`src/rtl/if_id_buffer.sv`:
```
// Two-entry elastic buffer between fetch and decode.
// Entry 0 is always the head, so decode sees registered fields.
module if_id_buffer #(
  parameter int PC_W   = 30,
  parameter int INST_W = 32
) (
  input  logic                   clk,
  input  logic                   reset,
  input  logic                   flush,
  input  logic                   if_valid,
  input  logic [PC_W+INST_W-1:0] IF_ID_BUS,
  output logic                   if_ready,
  output logic                   id_valid,
  input  logic                   id_ready,
  output logic [PC_W-1:0]        id_pc,
  output logic [INST_W-1:0]      id_inst,
  output logic                   id_ctrl_xfer,
  output logic [1:0]             count
);

  logic [1:0]        r_count;
  logic [PC_W-1:0]   r_pc0;
  logic [PC_W-1:0]   r_pc1;
  logic [INST_W-1:0] r_inst0;
  logic [INST_W-1:0] r_inst1;
  logic              r_ctrl0;
  logic              r_ctrl1;

  logic              w_push;
  logic              w_pop;
  logic [PC_W-1:0]   w_in_pc;
  logic [INST_W-1:0] w_in_inst;
  logic [5:0]        w_opcode;
  logic              w_in_ctrl;

  assign w_in_pc   = IF_ID_BUS[PC_W+INST_W-1:INST_W];
  assign w_in_inst = IF_ID_BUS[INST_W-1:0];
  assign w_opcode  = w_in_inst[INST_W-1 -: 6];

  // j, jal, beq, bne
  assign w_in_ctrl = (w_opcode == 6'b000010)
                   | (w_opcode == 6'b000011)
                   | (w_opcode == 6'b000100)
                   | (w_opcode == 6'b000101);

  assign if_ready = (r_count != 2'd2) & ~reset;
  assign id_valid = (r_count != 2'd0);
  assign w_push   = if_valid & if_ready;
  assign w_pop    = id_valid & id_ready;

  always_ff @(posedge clk or posedge reset) begin
    if (reset) begin
      r_count <= 2'd0;
      r_pc0   <= '0;
      r_pc1   <= '0;
      r_inst0 <= '0;
      r_inst1 <= '0;
      r_ctrl0 <= 1'b0;
      r_ctrl1 <= 1'b0;
    end else if (flush) begin
      r_count <= 2'd0;
    end else begin
      case ({w_push, w_pop})
        2'b10: begin
          if (r_count == 2'd0) begin
            r_pc0   <= w_in_pc;
            r_inst0 <= w_in_inst;
            r_ctrl0 <= w_in_ctrl;
          end else begin
            r_pc1   <= w_in_pc;
            r_inst1 <= w_in_inst;
            r_ctrl1 <= w_in_ctrl;
          end
          r_count <= r_count + 2'd1;
        end
        2'b01: begin
          r_pc0   <= r_pc1;
          r_inst0 <= r_inst1;
          r_ctrl0 <= r_ctrl1;
          r_count <= r_count - 2'd1;
        end
        // push with pop only happens at count 1
        2'b11: begin
          r_pc0   <= w_in_pc;
          r_inst0 <= w_in_inst;
          r_ctrl0 <= w_in_ctrl;
        end
        default: begin
        end
      endcase
    end
  end

  assign id_pc        = r_pc0;
  assign id_inst      = r_inst0;
  assign id_ctrl_xfer = r_ctrl0;
  assign count        = r_count;

endmodule

```
`config.mk`:
```
export PLATFORM = sky130hd
export DESIGN_NAME = if_id_buffer
export DESIGN_NICKNAME = d
export VERILOG_FILES = /design/src/rtl/if_id_buffer.sv
export SDC_FILE = /design/constraint.sdc
export NUM_CORES = 1
export LEC_CHECK = 0
export ABC_AREA = 1
export ABC_CLOCK_PERIOD_IN_PS = 10750
export BUFFER_PORTS_ARGS = -buffer_cell sky130_fd_sc_hd__buf_2
export CAP_MARGIN = 25
export CORE_AREA = 2 2 96 121
export DETAILED_ROUTE_END_ITERATION = 12
export DIE_AREA = 0 0 98 123
export PLACE_DENSITY = 0.76
export SETUP_SLACK_MARGIN = 0.05
export SYNTH_ARGS = -nofsm -noshare
export SYNTH_HDL_FRONTEND = slang
export SYNTH_SLANG_ARGS = --single-unit
```
`constraint.sdc`:
```
create_clock -name clk -period 10.75 [get_ports clk]
set_clock_uncertainty 0.1 [all_clocks]
set_input_delay 2.15 -clock clk [delete_from_list [all_inputs] [get_ports clk]]
set_output_delay 2.15 -clock clk [all_outputs]
set_load 0.01 [all_outputs]
```
# After elaboration in Yosys (flattened, before gate mapping)
# Cells that the tools add are included.
# op_classes
reduce_logical,6
add_sub_neg,2
n_mux,8
n_eq_ne,9
n_bitwise,9
# ops
operator,n
case mux 32 bit (3 select lines),1
case mux 30 bit (3 select lines),1
two-way mux 32 bit,1
two-way mux 30 bit,1
== test 6 x 2 -> 1 bit (second input constant),2
== test 6 x 3 -> 1 bit (second input constant),2
AND reduction 3 bit,2
nonzero test 3 bit,2
== test 2 bit (second input constant),2
!= test 2 bit (second input constant),2
case mux 2 bit (2 select lines),1
AND 1 bit,3
NOT 1 bit,3
bitwise OR 1 bit,3
case mux 1 bit (3 select lines),1
adder 2 x 1 -> 2 bit (second input constant),1
== test 2 x 1 -> 1 bit (second input constant),1
zero test 2 bit,1
two-way mux 2 bit,1
nonzero test 2 bit,1
subtractor 2 x 1 -> 2 bit (second input constant),1
two-way mux 1 bit,1
# totals
word_cells,41
register_bits,128
out_inout_bits,67

# Longest topological paths before layout
# Gate-level depths: netlist of the first run.
# logic_depth
word_depth,6
mapped_depth,10

# Worst setup path after synthesis of the first run
# Ideal clock, no wire load.
# synth_timing
kind,input to register
from,in reset
to,reg r_ctrl0 (netlist: id_ctrl_xfer)
cell_stages,7
path_buffers,1
arrival_time_ns,6.022
t_required_ns,10.533
setup_slack_ns,4.512
path_cell_list,inv_1 > nand4_1 > a21oi_4 > inv_2 > buf_2 > nand2_1 > nand2_1
# synth_via
elab_chain_len,6
# synth_lines
element,line_no,source
from (decl),8,"input logic reset,"
NOT 1 bit (*),46,assign if_ready = (r_count != 2'd2) & ~reset;
AND 1 bit (*),46,
AND 1 bit (*),48,assign w_push = if_valid & if_ready;
== test 2 bit / == test 2 x 1 -> 1 bit (equally long branches),63,"case ({w_push, w_pop})"
!= test 2 bit (no source line) / nonzero test 3 bit (equally long branches),n/a,
AND reduction 3 bit (no source line),n/a,
to (signal assigned),68,r_ctrl0 <= w_in_ctrl;
to (signal assigned),79,r_ctrl0 <= r_ctrl1;
to (signal assigned),86,r_ctrl0 <= w_in_ctrl;
to (decl),26,logic r_ctrl0;
# Every way passes the cells marked *; elsewhere a longest branch is shown, timed or not.
# A chain may end at the register's enable or synchronous reset.

# Worst setup path in the final report of the first run
# layout_timing
from,in reset
to,out if_ready
# layout_via
elab_chain_len,2
# layout_lines
element,line_no,source
NOT 1 bit,46,
AND 1 bit,46,
to (decl),12,"output logic if_ready,"
# No other way between the ends.

==> results of run 1 <==
[worst min-delay path: stages, from the launching register on]
cell and delay, ps:
sky130_fd_sc_hd__dfrtp_1 330, sky130_fd_sc_hd__nand2_1 50, sky130_fd_sc_hd__nand2_1 50
[state kept, by name, summed over array words and instances (netlist names)]
register	count
r_ctrl1	1
id_inst	32
count	2
r_pc1	30
id_ctrl_xfer	1
r_inst1	32
id_pc	30
[stage by stage]
step                setup slack (ps)  hold slack [ps]  power [uW]  utilization [%]  std cells
floorplan                       4512            349.9        1020                -        767
global placement                5938            356.6        1166            59.27       1001
detailed placement              5916            359.5        1185            59.64       1003
CTS                             5907            374.8        1799            65.41       1035
global route                    5868            387.5        1906            65.69       1037
finish                          5902            368.4        1784            65.69       1037
[per-layer routing]
metal,GRT usage (%),part of all wire [%],vias to the layer above
met4,6.858,1.0,2
met1,31.02,46,2219
met3,5.822,7.0,16
li1,-,-,2548
met2,35.32,46,164
met5,0,0.055,-
[how the worst min path moves through the flow]
stage | to | slack (ps) | depth (start not counted)
6_report | id_inst[28] | 370 | 2
2_1_floorplan | r_ctrl1 | 350 | 2
3_5_place_dp | id_pc[0] | 360 | 2
4_1_cts | id_pc[0] | 370 | 2
5_1_grt | id_inst[26] | 390 | 2
3_3_place_gp | id_pc[1] | 360 | 2
[cells in the final DEF, fill, tap and decap left out, drive strengths merged]
cell type,count
o21ai,62
o21a,1
inv,68
nand3,4
nand2,456
dfrtp,128
bufinv,4
nor2,1
nand4,5
buf,140
clkinv,6
clkinvlp,3
a21oi,4
diode,1
clkbuf,19
[kinds of logic after synthesis]
| family | after synthesis |
|---|---|
| buf+inv | 106 |
| flops | 128 |
| simple gates | 466 |
| compound gates | 67 |
[cell type report]
class,count,area (um2)
Timing Repair Buffer,140,763.2
Fill cell,978,3747
Clock inverter,13,187.7
Tap cell,135,168.9
Multi-Input combinational cell,533,2148
Clock buffer,19,442.9
Antenna cell,1,2.502
Inverter,68,257.7
Sequential cell,128,3203
[power by group through the flow]
stage	Clock (uW)	Sequential (uW)	Combinational [uW]
finish	606	766	412
global route	639	789	478
CTS	614	766	419
detailed placement	0	767	419
global placement	0	767	399
floorplan	0	801	219
==> flow_summary.ini, run 1 <==
[timing]
final.setup.tns_ps = 0
maxClockFrequency_ghz = 0.2063
max_slew.worst_pin.slew_ps = 727.8
slew_viol_final = 0
slew_headroom_pct = 51.48
post-route-period-util_pct = 45.10
timing.final.hold_violations = 0
rsz_0062_raised_after_global_routing = false
report.final.setup_viol = 0
finalWorstPathRequiredPeriod_ps = 4848

[logic_synthesis]
synth_largest_type_area_fraction_pct = 55.02
post_synth_fa_ha_maj_area_fraction_pct = 0
synth_most_common_cell = sky130_fd_sc_hd__nand2_1
syn_nets = 834
synthXorXnorAreaFrac_pct = 0
synth_top_family_by_area = simple AND/OR/NAND/NOR gates
synth_enable_flop_cells = 0
synth_unique_cells = 19
syn_area_um2 = 5822
postSynth.asyncResetShare_pct = 100.0
dominant_synthesized_flop_cell = sky130_fd_sc_hd__dfrtp_1
synthTopCellsByArea = sky130_fd_sc_hd__dfrtp_1, sky130_fd_sc_hd__nand2_1, sky130_fd_sc_hd__o21ai_0
netlist_instances = 767
yosysWarnings = 0
synth_sequential_area_ratio_pct = 55.02
synth_simple_gate_area_share_pct = 30.60
synth_top_area_cell = sky130_fd_sc_hd__dfrtp_1
synthTopCellsByCount = sky130_fd_sc_hd__nand2_1, sky130_fd_sc_hd__dfrtp_1, sky130_fd_sc_hd__inv_1
postSynthAreaPerCell_um2 = 7.590
compound_gate_fraction_of_synth_area_pct = 6.125
ys_ff_latch = 128
synthMuxAreaShare_pct = 0

[clock_tree]
post_cts.resized_instances = 0
cts.clk_slew.worst_paths_ps = 50
clock_tree.root_cell = sky130_fd_sc_hd__clkbuf_16
worstSkewPairLatency_ps = 410
holdBufCountCts = 0
cts-htree-levels = 4
cts_tree = done
cts_buffers = 17
clkSinkCount = 128
max-clock-path-buffers = 2
post_cts.repair.setup_buffers = 0

[detailed_routing]
drt-pass1-iter-count = 5
drt-vias-per-instance = 4.772
wire_per_inst_um = 12.37
postRouteWirelength_mm = 12.83
drt_first_iter_violations = 238
drc_errors = 0
vias = 4949
antenna_left = 0

[place]
placement.cell_area_um2 = 6514
gpl.final_weighted_congestion = 0.8078
io_buffer_count = 133
post_detailed_placement_half_perimeter_wirelength_mm = 7.765

[grt]
grt_antenna_before_repair = 2
grt_pass1_wl_mm = 21.84
gr-usage-all-layers_pct = 22.48
globalRouteOverflowTotal = 0
grt_max_degree = 84
via_count_of_the_first_global_routing_pass = 4613

[setup_path]
worst-path-stages = 3
crit_path_end_kind = primary output
crit_path_top_delay_cell = sky130_fd_sc_hd__a21oi_1
setup.reg_to_reg.worst_slack_ps = 8300
largest_stage_delay_worst_path_ps = 170
crit_path_cell_trace = buf_2 -> a21oi_1 -> buf_2
r2r_cells = 8
worstSetupPathType = in -> out
reg2reg_from = count[0]
worstPathMaxFanout = 2
crit_path_frequent_cell = sky130_fd_sc_hd__buf_2
reg2reg_to = r_inst1[21]
cp.arrival_ps = 2600
critical_path.top_delay_family = buffers and inverters
worstPathRequired_ps = 8500
sort_of_element_at_the_start_of_the_critical_path = input port
timing.critical_path.to = if_ready
crit_buf_inv = 2
setup.worst_path.start = reset

[power_and_ir_drop]
clock_power_share_pct = 34.0
irDropWorstVdd_mv = 0.1290
power_frac_comb_pct = 23.1
static-leakage-power_uw = 0.004259
internal_power_uw = 1233
seq_power_share_pct = 43.0
power.share.switching_pct = 30.88
total_switching_power_uw = 551.0
power-per-cell-area_nw_per_um2 = 248.7

[worst_hold_path]
holdCritStartpoint = id_inst[28]
timing.hold.worst.class = reg -> reg

[job]
maxCapViolCount = 0

[outcome]
outcome = finished, final reports clean

[floorplan]
num_rows = 43
die_height_um = 123
core_um2 = 10920
floorplan.initialDensity_pct = 53.31
top_level_ports = 134
die_width_um = 98
die-area_um2 = 12050

[cells_and_area]
area_growth_pct = 23.23
layout-drive-gt1-share_pct = 20.42
final_nets = 955
final_area_um2 = 7174
No activity file was read; power rests on OpenSTA's default activity.
==> inputs of run 2 (changes only) <==
--- a/config.mk
+++ b/config.mk
@@ -6,13 +6,13 @@
 export NUM_CORES = 1
 export LEC_CHECK = 0
 export ABC_AREA = 1
-export ABC_CLOCK_PERIOD_IN_PS = 10750
+export ABC_CLOCK_PERIOD_IN_PS = 4240
 export BUFFER_PORTS_ARGS = -buffer_cell sky130_fd_sc_hd__buf_2
 export CAP_MARGIN = 25
-export CORE_AREA = 2 2 96 121
+export CORE_AREA = 2 2 101 127
 export DETAILED_ROUTE_END_ITERATION = 12
-export DIE_AREA = 0 0 98 123
-export PLACE_DENSITY = 0.76
+export DIE_AREA = 0 0 103 129
+export PLACE_DENSITY = 0.72
 export SETUP_SLACK_MARGIN = 0.05
 export SYNTH_ARGS = -nofsm -noshare
 export SYNTH_HDL_FRONTEND = slang
==> constraint.sdc (replaced) <==
create_clock -name clk -period 4.24 [get_ports clk]
set_clock_uncertainty 0.1 [all_clocks]
set_input_delay 0.848 -clock clk [delete_from_list [all_inputs] [get_ports clk]]
set_output_delay 0.848 -clock clk [all_outputs]
set_load 0.01 [all_outputs]
==> run 2 against run 1 <==
Sequential power increased to 2.5 times the previous value. Core utilization down 5.6 points. Combinational power increased to 2.5 times the previous value. Largest power group unchanged.
==> flow_summary.ini, run 2 (synthesized netlist as in run 1, its figures left out) <==
[timing]
maxClockFrequency_ghz = 0.4121
rsz_0062_raised_after_global_routing = false
timing.final.hold_violations = 0
slew_viol_final = 0
final.hold.worst_slack_ps = 369.0
final.setup.tns_ps = 0
finalWorstPathRequiredPeriod_ps = 2427
report.final.setup_viol = 0
max_slew.worst_pin.slew_ps = 872.4
post-route-period-util_pct = 57.24
slew_headroom_pct = 41.84

[cells_and_area]
final_nets = 955
finish.cell_count_without_fillers = 1065
n_fill_cell = 1174
layout_commonest_cell = sky130_fd_sc_hd__nand2_1
layout-drive-gt1-share_pct = 20.33
area_growth_pct = 24.33
most_used_cells_in_the_layout_excluding_fill_and_tap_cells = sky130_fd_sc_hd__nand2_1, sky130_fd_sc_hd__buf_2, sky130_fd_sc_hd__dfrtp_1

[setup_path]
largest_stage_delay_worst_path_ps = 520
crit_path_top_delay_cell = sky130_fd_sc_hd__buf_4
worstPathRequired_ps = 4400
crit_path_end_kind = flop
sort_of_element_at_the_start_of_the_critical_path = flop
crit_path_cell_trace = inv_2 -> nand2_1 -> nand3_2 -> nor2_2 -> nand3_4 -> buf_4 -> nand2_1 -> o21ai_0
worstSetupPathType = reg -> reg
cp.arrival_ps = 2580
crit_path_frequent_cell = sky130_fd_sc_hd__nand2_1
worstPathMaxFanout = 65

[power_and_ir_drop]
irDropWorstVdd_mv = 0.2859
total_power_uw = 4658
power-per-cell-area_nw_per_um2 = 643.5
static-leakage-power_uw = 0.004277

[grt]
via_count_of_the_first_global_routing_pass = 4588
grt_antenna_before_repair = 0
globalRouteOverflowTotal = 0
grt_busiest_layer = met2
fraction_of_met3_tracks_used_by_global_routing_pct = 6.084
gr-usage-all-layers_pct = 21.00
groute.layer.met2.usage_pct = 34.84
grt_util_met1_pct = 26.37
grt_pass1_wl_mm = 21.70
grt_max_degree = 72

[detailed_routing]
drt-vias-per-instance = 4.617
drt_first_iter_violations = 169
vias = 4917
drc_errors = 0
wire_per_inst_um = 12.46
antenna_left = 0
drt-pass1-iter-count = 4
postRouteWirelength_mm = 13.27

[clock_tree]
max-clock-path-buffers = 2
worstSkewPairLatency_ps = 400
post_cts.resized_instances = 0
clock_tree.root_cell = sky130_fd_sc_hd__clkbuf_16
cts-htree-levels = 4
clkSinkCount = 128
post_cts.repair.setup_buffers = 0
cts_tree = done
cts.clk_slew.worst_paths_ps = 50
cts_buffers = 17
holdBufCountCts = 0

[place]
gpl.final_weighted_congestion = 0.8644
place_inst = 1033
post_detailed_placement_half_perimeter_wirelength_mm = 8.264
io_buffer_count = 133

[outcome]
outcome = finished, final reports clean

[job]
maxCapViolCount = 0

[floorplan]
die_width_um = 103
die-area_um2 = 13290
floorplan.initialDensity_pct = 48.32
die_height_um = 129
num_rows = 45
top_level_ports = 134
core_um2 = 12050

[worst_hold_path]
timing.hold.worst.class = reg -> reg
==> run 2: changes by cell type in the layout (fill, tap and decap cells not counted) <==
cell,before,now
sky130_fd_sc_hd__clkbuf_8,1,3
sky130_fd_sc_hd__buf_4,4,5
sky130_fd_sc_hd__clkinvlp_4,3,2
sky130_fd_sc_hd__bufinv_16,4,6
sky130_fd_sc_hd__inv_4,1,0
sky130_fd_sc_hd__clkinv_4,4,1
sky130_fd_sc_hd__buf_16,1,0
==> run 2: power by group <==
| group | leakage, uW | switching, uW | internal [uW] | total [uW] |
|---|---|---|---|---|
| registers | 0.00163 | 254 | 1690 | 1950 |
| clock network | 0.000329 | 524 | 1150 | 1670 |
| logic | 0.00232 | 608 | 433 | 1040 |
| total | 0.00428 | 1390 | 3270 | 4660 |
==> run 2: area by class of cell <==
type | count | area [um2] | area share [%]
diodes | 1 | 2.502 | 0.03457
clock inverters | 10 | 206.4 | 2.852
inverters | 68 | 259.0 | 3.578
well taps | 164 | 205.2 | 2.835
clock buffers | 21 | 470.5 | 6.500
flip-flops and latches | 128 | 3203 | 44.25
repair buffers | 140 | 743.2 | 10.27
multi-input cells | 533 | 2148 | 29.68
==> run 2: worst max-delay path, delay by kind of cell (launching register included) <==
family / cells / cell delay, ps
flops: 1 / 470
simple gates: 5 / 990
buf+inv: 2 / 620
compound gates: 1 / 90
==> run 2: worst paths after layout <==
path / start / end / cells after the start / slack [ps]
max: count[0] / r_inst1[21] / 8 / 1810
min reg2reg: id_inst[29] / id_inst[29] / 2 / 370
max reg2reg: count[0] / r_inst1[21] / 8 / 1810
min in group asynchronous: reset / id_pc[9] / 3 / 610
max in group asynchronous: reset / id_inst[31] / 4 / 2030
min: id_inst[29] / id_inst[29] / 2 / 370
==> run 2: per-stage QoR <==
| stage | area, um2 | worst slack [ps] | utilization (%) |
|---|---|---|---|
| after floorplan | 5826 | 292.9 | - |
| after global placement | 6539 | 1497 | 54.27 |
| after detailed placement | 6559 | 1445 | 54.43 |
| after CTS | 7236 | 1817 | 60.05 |
| after global routing | 7236 | 1568 | 60.05 |
| final | 7238 | 1813 | 60.07 |
==> run 2: metal layers <==
metal	share of wire [%]	routed length, um
met1	45	5917
met2	49	6540
met3	4.7	626
met4	1.4	180
met5	0	0
==> inputs of run 3 (changes only) <==
--- a/config.mk
+++ b/config.mk
@@ -6,7 +6,7 @@
 export NUM_CORES = 1
 export LEC_CHECK = 0
 export ABC_AREA = 1
-export ABC_CLOCK_PERIOD_IN_PS = 4240
+export ABC_CLOCK_PERIOD_IN_PS = 2200
 export BUFFER_PORTS_ARGS = -buffer_cell sky130_fd_sc_hd__buf_2
 export CAP_MARGIN = 25
 export CORE_AREA = 2 2 101 127
==> constraint.sdc (replaced) <==
create_clock -name clk -period 2.2 [get_ports clk]
set_clock_uncertainty 0.1 [all_clocks]
set_input_delay 0.44 -clock clk [delete_from_list [all_inputs] [get_ports clk]]
set_output_delay 0.44 -clock clk [all_outputs]
set_load 0.01 [all_outputs]
==> run 3 against run 2 <==
Sequential share of layout area is 0.29 points higher. Die area stayed put. Cell count is 0.56% higher. First-iteration DRC count is 34% higher. Worst setup slack worse by 1500 ps. Power is 84% higher. Sequential power is 92% higher. Global-route usage is 0.55 points higher. Critical endpoint is now if_ready.
==> flow_summary.ini, run 3 (synthesized netlist as in run 1, its figures left out) <==
[outcome]
outcome = finished, final reports clean

[timing]
finalWorstPathRequiredPeriod_ps = 1884
timing.final.hold_violations = 0
slew_viol_final = 0
final_critical_path_setup_slack_ps = 316.2
report.final.setup_viol = 0
maxClockFrequency_ghz = 0.5308
max_slew.worst_pin.slew_ps = 683.3
slew_headroom_pct = 54.45
rsz_0062_raised_after_global_routing = false
post-route-period-util_pct = 85.63
final.hold.worst_slack_ps = 142.5

[detailed_routing]
postRouteWirelength_mm = 13.30
vias = 4965
drt-vias-per-instance = 4.636
drt-pass1-iter-count = 4
antenna_left = 0
wire_per_inst_um = 12.41
drt_first_iter_violations = 226
drc_errors = 0

[setup_path]
sort_of_element_at_the_start_of_the_critical_path = flop
crit_path_end_kind = primary output
largest_stage_delay_worst_path_ps = 440
worstPathMaxFanout = 6
cp.arrival_ps = 1340
worstPathRequired_ps = 1660
crit_path_cell_trace = inv_2 -> a21oi_1 -> buf_2
crit_path_top_delay_cell = sky130_fd_sc_hd__dfrtp_1
worstSetupPathType = reg -> out

[floorplan]
die-area_um2 = 13290
core_um2 = 12050
die_height_um = 129
floorplan.initialDensity_pct = 48.32
num_rows = 45
top_level_ports = 134
die_width_um = 103

[clock_tree]
cts-htree-levels = 4
clkSinkCount = 128
post_cts.resized_instances = 0
cts.clk_slew.worst_paths_ps = 60
max-clock-path-buffers = 2
worstSkewPairLatency_ps = 400
clock_tree.root_cell = sky130_fd_sc_hd__clkbuf_16
cts_buffers = 17
holdBufCountCts = 0
cts_tree = done
post_cts.repair.setup_buffers = 0

[cells_and_area]
final_nets = 961
multiInputGateArea_um2 = 2152
final_area_um2 = 7191
insertedDiodeCount = 0
most_used_cells_in_the_layout_excluding_fill_and_tap_cells = sky130_fd_sc_hd__nand2_1, sky130_fd_sc_hd__buf_2, sky130_fd_sc_hd__dfrtp_1
post-route-util_pct = 59.68
area_growth_pct = 23.51
layout_commonest_cell = sky130_fd_sc_hd__nand2_1
layout-drive-gt1-share_pct = 20.73
sequential_cell_area_um2 = 3203
n_fill_cell = 1169

[place]
gpl.final_weighted_congestion = 0.7733
placement.cell_area_um2 = 6610
post_detailed_placement_half_perimeter_wirelength_mm = 8.418
io_buffer_count = 133
setup_ws_pre_cts_ps = 359.1

[grt]
via_count_of_the_first_global_routing_pass = 4765
grt_pass1_wl_mm = 22.46
globalRouteOverflowTotal = 0
gr-usage-all-layers_pct = 21.56
grt_antenna_before_repair = 1
grt_max_degree = 69

[power_and_ir_drop]
static-leakage-power_uw = 0.004249
power-per-cell-area_nw_per_um2 = 1191
irDropWorstVdd_mv = 0.6446

[job]
maxCapViolCount = 0

[worst_hold_path]
timing.hold.worst.class = in -> async
-- run 3: cell count changes in the layout (fill, tap and decap cells not counted), moves of 2 or more --
cell,delta
sky130_fd_sc_hd__bufinv_16,-3
sky130_fd_sc_hd__buf_4,+6
sky130_fd_sc_hd__clkbuf_1,+3
sky130_fd_sc_hd__clkinv_2,+2
sky130_fd_sc_hd__o21ai_0,-50
sky130_fd_sc_hd__clkbuf_8,-3
sky130_fd_sc_hd__clkinvlp_4,+3
sky130_fd_sc_hd__o21ai_1,+50
-- run 3: layout make-up --
class | count | share of cell area [%]
Clock buffer | 21 | 6.125
Multi-Input combinational cell | 533 | 29.93
Inverter | 68 | 3.637
Timing Repair Buffer | 146 | 10.96
Sequential cell | 128 | 44.54
Clock inverter | 11 | 1.949
Tap cell | 164 | 2.854
-- run 3: critical path: cells and delay by family (launching register included) --
family	cells	cell delay, ps
compound gates	1	220
buf+inv	2	270
flops	1	440
-- run 3: stage by stage --
step           total power, uW  setup TNS, ps  std cells
3_3_place_gp              5792              0       1039
3_5_place_dp              5851              0       1039
4_1_cts                   8661              0       1071
5_1_grt                   9189              0       1071
6_report                  8563              0       1071
2_1_floorplan             5057        -155690        767
-- run 3: routing by layer --
layer	vias up	share of wire [%]	global-route usage, %
li1	2567	-	-
met1	2264	46	28.93
met2	117	48	34.30
met3	17	5.0	5.758
met4	0	1.3	6.579
met5	-	0	0
-- run 3: worst paths after layout --
| check | startpoint | to | slack [ps] | cells after the start |
|---|---|---|---|---|
| worst max-delay path | count[0] | if_ready | 320 | 3 |
| worst max register to register | count[1] | id_pc[7] | 370 | 7 |
| min in group clk | IF_ID_BUS[54] | r_pc1[22] | 170 | 3 |
| max in group asynchronous | reset | id_pc[11] | 870 | 4 |
| worst min register to register | id_pc[2] | id_pc[2] | 360 | 2 |
| worst min-delay path | reset | id_inst[2] | 140 | 3 |
-- run 3: power by group --
group | leakage (uW) | total, uW | switching (uW) | internal, uW
Combinational | 0.00235 | 2060 | 1190 | 865
Sequential | 0.00163 | 3750 | 490 | 3260
Clock | 0.000273 | 2750 | 984 | 1770
Total | 0.00425 | 8560 | 2670 | 5900
